File: config.mk
export PLATFORM = sky130hd
export DESIGN_NAME = uart_tx
export DESIGN_NICKNAME = d
export VERILOG_FILES = /design/src/rtl/uart_tx.sv
export SDC_FILE = /design/constraint.sdc
export NUM_CORES = 1
export LEC_CHECK = 0
export BUFFER_PORTS_ARGS = -buffer_cell sky130_fd_sc_hd__buf_2
export CAP_MARGIN = 20
export CORE_MARGIN = 5
export CORE_UTILIZATION = 45
export CTS_BUF_LIST = sky130_fd_sc_hd__clkbuf_4
export CTS_CLUSTER_DIAMETER = 120
export DETAILED_ROUTE_END_ITERATION = 10
export HOLD_SLACK_MARGIN = 0.02
export MAX_ROUTING_LAYER = met4
export PLACE_DENSITY = 0.66
export REMOVE_ABC_BUFFERS = 1
export SLEW_MARGIN = 20
export SYNTH_ARGS = -nofsm -noshare
export SYNTH_HDL_FRONTEND = slang
export SYNTH_SLANG_ARGS = --single-unit
File: constraint.sdc
create_clock -name clk -period 2.8 [get_ports clk]
set_input_delay 0.14 -clock clk [delete_from_list [all_inputs] [get_ports clk]]
set_output_delay 0.14 -clock clk [all_outputs]
set_load 0.01 [all_outputs]
File: src/rtl/uart_tx.sv
// UART transmitter: 8N1 frames, LSB first, registered tx output.
// Define UART_TX_PARITY_EN to insert a parity bit (sense set by parity_odd) for 8E1/8O1 frames.
module uart_tx #(
   parameter int clk_freq   = 12000000,
   parameter int baud       = 115200,
   parameter bit parity_odd = 1'b0
) (
   input  logic       clk,
   input  logic       rst,
   input  logic [7:0] data,
   input  logic       start,
   output logic       tx,
   output logic       busy,
   output logic       done
);

   // BIT_TICKS below 2 is not supported.
   localparam int BIT_TICKS = clk_freq / baud;
   localparam int CNT_W     = (BIT_TICKS > 1) ? $clog2(BIT_TICKS) : 1;
   localparam logic [CNT_W-1:0] CNT_MAX = CNT_W'(BIT_TICKS - 1);

   localparam logic [2:0] ST_IDLE   = 3'd0;
   localparam logic [2:0] ST_START  = 3'd1;
   localparam logic [2:0] ST_DATA   = 3'd2;
   localparam logic [2:0] ST_STOP   = 3'd3;
`ifdef UART_TX_PARITY_EN
   localparam logic [2:0] ST_PARITY = 3'd4;
`else
   localparam bit unused_parity_odd = parity_odd;
`endif

   logic [2:0]       r_state;
   logic [CNT_W-1:0] r_cnt;
   logic [2:0]       r_bit;
   logic [7:0]       r_data;
   logic             r_tx;
   logic             r_busy;
   logic             r_done;

   logic             w_tick;
   logic [2:0]       w_bit_nxt;

   assign w_tick    = (r_cnt == CNT_MAX);
   assign w_bit_nxt = r_bit + 3'd1;

`ifdef UART_TX_PARITY_EN
   logic w_parity;
   assign w_parity = (^r_data) ^ parity_odd;
`endif

   always_ff @(posedge clk) begin
      if (rst) begin
         r_state <= ST_IDLE;
         r_cnt   <= '0;
         r_bit   <= '0;
         r_data  <= 8'h00;
         r_tx    <= 1'b1;
         r_busy  <= 1'b0;
         r_done  <= 1'b0;
      end else begin
         r_done <= 1'b0;
         case (r_state)
            ST_IDLE: begin
               if (start) begin
                  r_state <= ST_START;
                  r_data  <= data;
                  r_tx    <= 1'b0;
                  r_busy  <= 1'b1;
                  r_cnt   <= '0;
                  r_bit   <= '0;
               end
            end
            ST_START: begin
               if (w_tick) begin
                  r_state <= ST_DATA;
                  r_tx    <= r_data[0];
                  r_bit   <= '0;
                  r_cnt   <= '0;
               end else begin
                  r_cnt <= r_cnt + CNT_W'(1);
               end
            end
            ST_DATA: begin
               if (w_tick) begin
                  r_cnt <= '0;
                  if (r_bit == 3'd7) begin
`ifdef UART_TX_PARITY_EN
                     r_state <= ST_PARITY;
                     r_tx    <= w_parity;
`else
                     r_state <= ST_STOP;
                     r_tx    <= 1'b1;
`endif
                  end else begin
                     r_bit <= w_bit_nxt;
                     r_tx  <= r_data[w_bit_nxt];
                  end
               end else begin
                  r_cnt <= r_cnt + CNT_W'(1);
               end
            end
`ifdef UART_TX_PARITY_EN
            ST_PARITY: begin
               if (w_tick) begin
                  r_state <= ST_STOP;
                  r_tx    <= 1'b1;
                  r_cnt   <= '0;
               end else begin
                  r_cnt <= r_cnt + CNT_W'(1);
               end
            end
`endif
            ST_STOP: begin
               if (w_tick) begin
                  r_done <= 1'b1;
                  r_cnt  <= '0;
                  r_bit  <= '0;
                  // A request at frame end starts the next frame with no idle gap.
                  if (start) begin
                     r_state <= ST_START;
                     r_data  <= data;
                     r_tx    <= 1'b0;
                     r_busy  <= 1'b1;
                  end else begin
                     r_state <= ST_IDLE;
                     r_tx    <= 1'b1;
                     r_busy  <= 1'b0;
                  end
               end else begin
                  r_cnt <= r_cnt + CNT_W'(1);
               end
            end
            default: begin
               r_state <= ST_IDLE;
               r_cnt   <= '0;
               r_bit   <= '0;
               r_tx    <= 1'b1;
               r_busy  <= 1'b0;
            end
         endcase
      end
   end

   assign tx   = r_tx;
   assign busy = r_busy;
   assign done = r_done;

endmodule
==> reports/metrics.yaml <==
yosysMostFrequentCell: "dfxtp_1"
r2r_end: "r_bit[0]$_SDFFE_PP0P_"
boundaryPins: 14
area_growth_pct: 9.156
clock_path_buffers: 2
status: "finished clean"
start_util_pct: 45.78
gr-usage-all-layers_pct: 15.38
routedLengthMet1_um: 1282
cp-start-kind: "flip-flop"
swShare_pct: 42.88
grt_pass1_wl_um: 4899
synthArstFlopShare_pct: 0
top_layer: "met4"
finalHoldViolCount: 0
drv_slew: 0
p_leak_nw: 0.4964
synth_area_per_cell_sq_um: 8.601
ant_nets: 0
synthTopCellsByArea: "dfxtp_1 37%, a21oi_1 7.7%, ha_1 7.1%"
grt_pass1_vias: 1110
clock_sinks: 23
cts-root-buf: "clkbuf_4"
yosys.area.top_type: "dfxtp_1"
pwr_density_cell_nw_per_um2: 829.2
synthTopCellsByCount: "23 x dfxtp_1, 19 x a21oi_1, 14 x nand3_1, 14 x o21ai_0, 9 x nor2_1"
max_freq_mhz: 528.6
synth_warnings: 0
htreeDepth: 1
tightestPinTransition_ns: 0.7421
synth_top_area_share_pct: 37.44
routabilityCongestion: 0.8209
fp.dieW_um: 62.28
num_rows: 19
min_period_ns: 1.892
portBuffers: 13
die_area_sq_um: 3879
worst_hold_slack_ns: 0.05042
netSwitchingPower_mw: 0.4774
detailedRoute.firstPassIterationCount: 4
cap_violations: 0
synth_compound_area_share_pct: 27.57
muxShareOfSynthArea_pct: 5.392
synth-simple-area-share_pct: 19.43
overflow: 0
reg2regPathDepth: 6
die_y_um: 62.28
reg2reg_from: "r_state[0]$_SDFFE_PP0P_"
cell_internal_pwr_mw: 0.6359
synth_ff_type: "dfxtp_1"
synthXorXnorAreaFrac_pct: 0
cts_made_buffers: 3
first_iter_violations: 47
vias_per_cell: 6.140
nets: 174
path_max_fanout: 10
ir_drop_uv: 634.9
synthCells: 143
wl_met2_um: 1441
power_mw: 1.113
dr_total_vias: 1142
pwr-share-seq_pct: 38.9
rsz0062_at_grt: "false"
crit_arrival_ns: 2.09
clock_power_share_pct: 14.3
wl_um: 2891
rrSetupSlack_ns: 0.91
fin_setup_tns_ns: 0
post_drt_wl_per_cell_um: 15.54
period_share_pct: 67.57
grt_antenna_before_repair: 0
ctsHoldBuffers: 0
hp-start: "data[3]"
clk_pin_slew_worst_paths_ns: 0.13
post_cts_buffers: 0
route.met3.wl_um: 124
drive_gt1_share_pct: 15.48
insertedDiodeCount: 0
hold_class: "in -> reg"
synth_edf_count: 0
synth_fa_ha_area_share_pct: 7.121
crit_required_ns: 3.00
cts_resized: 0
ys_seq_area_share_pct: 37.44
syn_area_sq_um: 1230
cts_tree: "built"
core-area_sq_um: 2686
drc_errors: 0
min_to: "r_data[3]$_SDFFE_PP0P_"
dpl_cell_area_sq_um: 1315
setup_viol: 0
comb_power_share_pct: 46.8
fin_area_sq_um: 1343
whs_path_depth: 3
clk_latency_ns: 0.32
finClkSkew_ns: 0.005291
dp_hpwl_um: 2106
critPathCaptureType: "flip-flop"
synth-seq-cells: 23
slew_headroom_pct: 50.08
synth_top_family_by_area: "compound AO/OA/AOI/OAI gates"
synth.distinct_cells: 35
n_fill_cell: 271
worstSetupPathType: "reg -> reg"
grt_max_degree: 25
-- placed cells by master (no fill, tap or decap), drive strengths merged, types with 4 or more instances in the layout --
master	Yosys	final
o21ai	15	15
nor2	9	9
dfxtp	23	23
nand3	14	14
a21oi	21	21
a311oi	4	4
inv	5	5
buf	0	13
o31ai	5	5
nand2	7	7
ha	7	7
-- worst max-delay path, stage by stage (launching register included) --
cell	delay, ns
dfxtp_1	0.36
inv_1	0.10
ha_1	0.39
nor2b_1	0.56
nor2_1	0.17
nand3b_1	0.13
a21oi_1	0.07
-- routing by layer --
layer	vias to the layer above	GRT usage [%]
li1	568	-
met1	544	18.72
met2	25	24.87
met3	5	2.883
met4	0	6.366
met5	-	-
-- registers in the layout, summed over array words and instances, names as in the netlist --
register	count
r_data	8
r_cnt	7
r_bit	3
r_state	2
busy	1
done	1
tx	1
-- cells by family after synthesis --
logic type / count (synthesis)
buf+inv: 10
simple gates: 45
compound gates: 54
mux: 4
flops: 23
fa+ha+maj: 7
-- worst max-delay path by stage --
stage,endpoint,start,depth (start not counted),slack [ns]
global placement,r_bit[1]$_SDFFE_PP0P_,r_state[0]$_SDFFE_PP0P_,6,0.98
detailed placement,tx$_SDFFE_PP1P_,r_bit[0]$_SDFFE_PP0P_,5,0.93
floorplan,tx$_SDFFE_PP1P_,r_bit[0]$_SDFFE_PP0P_,5,1.05
finish,r_bit[0]$_SDFFE_PP0P_,r_state[0]$_SDFFE_PP0P_,6,0.91
global route,r_data[1]$_SDFFE_PP0P_,r_cnt[0]$_SDFFE_PP0N_,5,0.67
CTS,tx$_SDFFE_PP1P_,r_bit[0]$_SDFFE_PP0P_,5,0.90
-- layout make-up --
| type | instances | area [sq um] | share of cell area, % |
|---|---|---|---|
| Clock inverter | 1 | 5.005 | 0.3728 |
| Clock buffer | 3 | 22.52 | 1.678 |
| Multi-Input combinational cell | 110 | 732.0 | 54.52 |
| Sequential cell | 23 | 460.4 | 34.30 |
| Inverter | 5 | 18.77 | 1.398 |
| Tap cell | 31 | 38.79 | 2.889 |
| Timing Repair Buffer | 13 | 65.06 | 4.846 |
-- metrics by stage --
stage,setup WS (ns),utilization (%),instances
4_1_cts,0.9044,49.98,186
5_1_grt,0.6744,49.98,186
3_5_place_dp,0.9300,48.95,182
2_1_floorplan,1.051,-,138
6_report,0.9081,49.98,186
3_3_place_gp,0.9830,48.95,182
-- power groups by stage --
stage          clock network (mW)  logic [mW]  registers [mW]
6_report                    0.159       0.521           0.433
5_1_grt                     0.184       0.583           0.442
4_1_cts                     0.165       0.518           0.433
3_5_place_dp                    0       0.512           0.441
3_3_place_gp                    0       0.499           0.440
2_1_floorplan                   0       0.379           0.438
No activity file was read; power rests on OpenSTA's default activity.
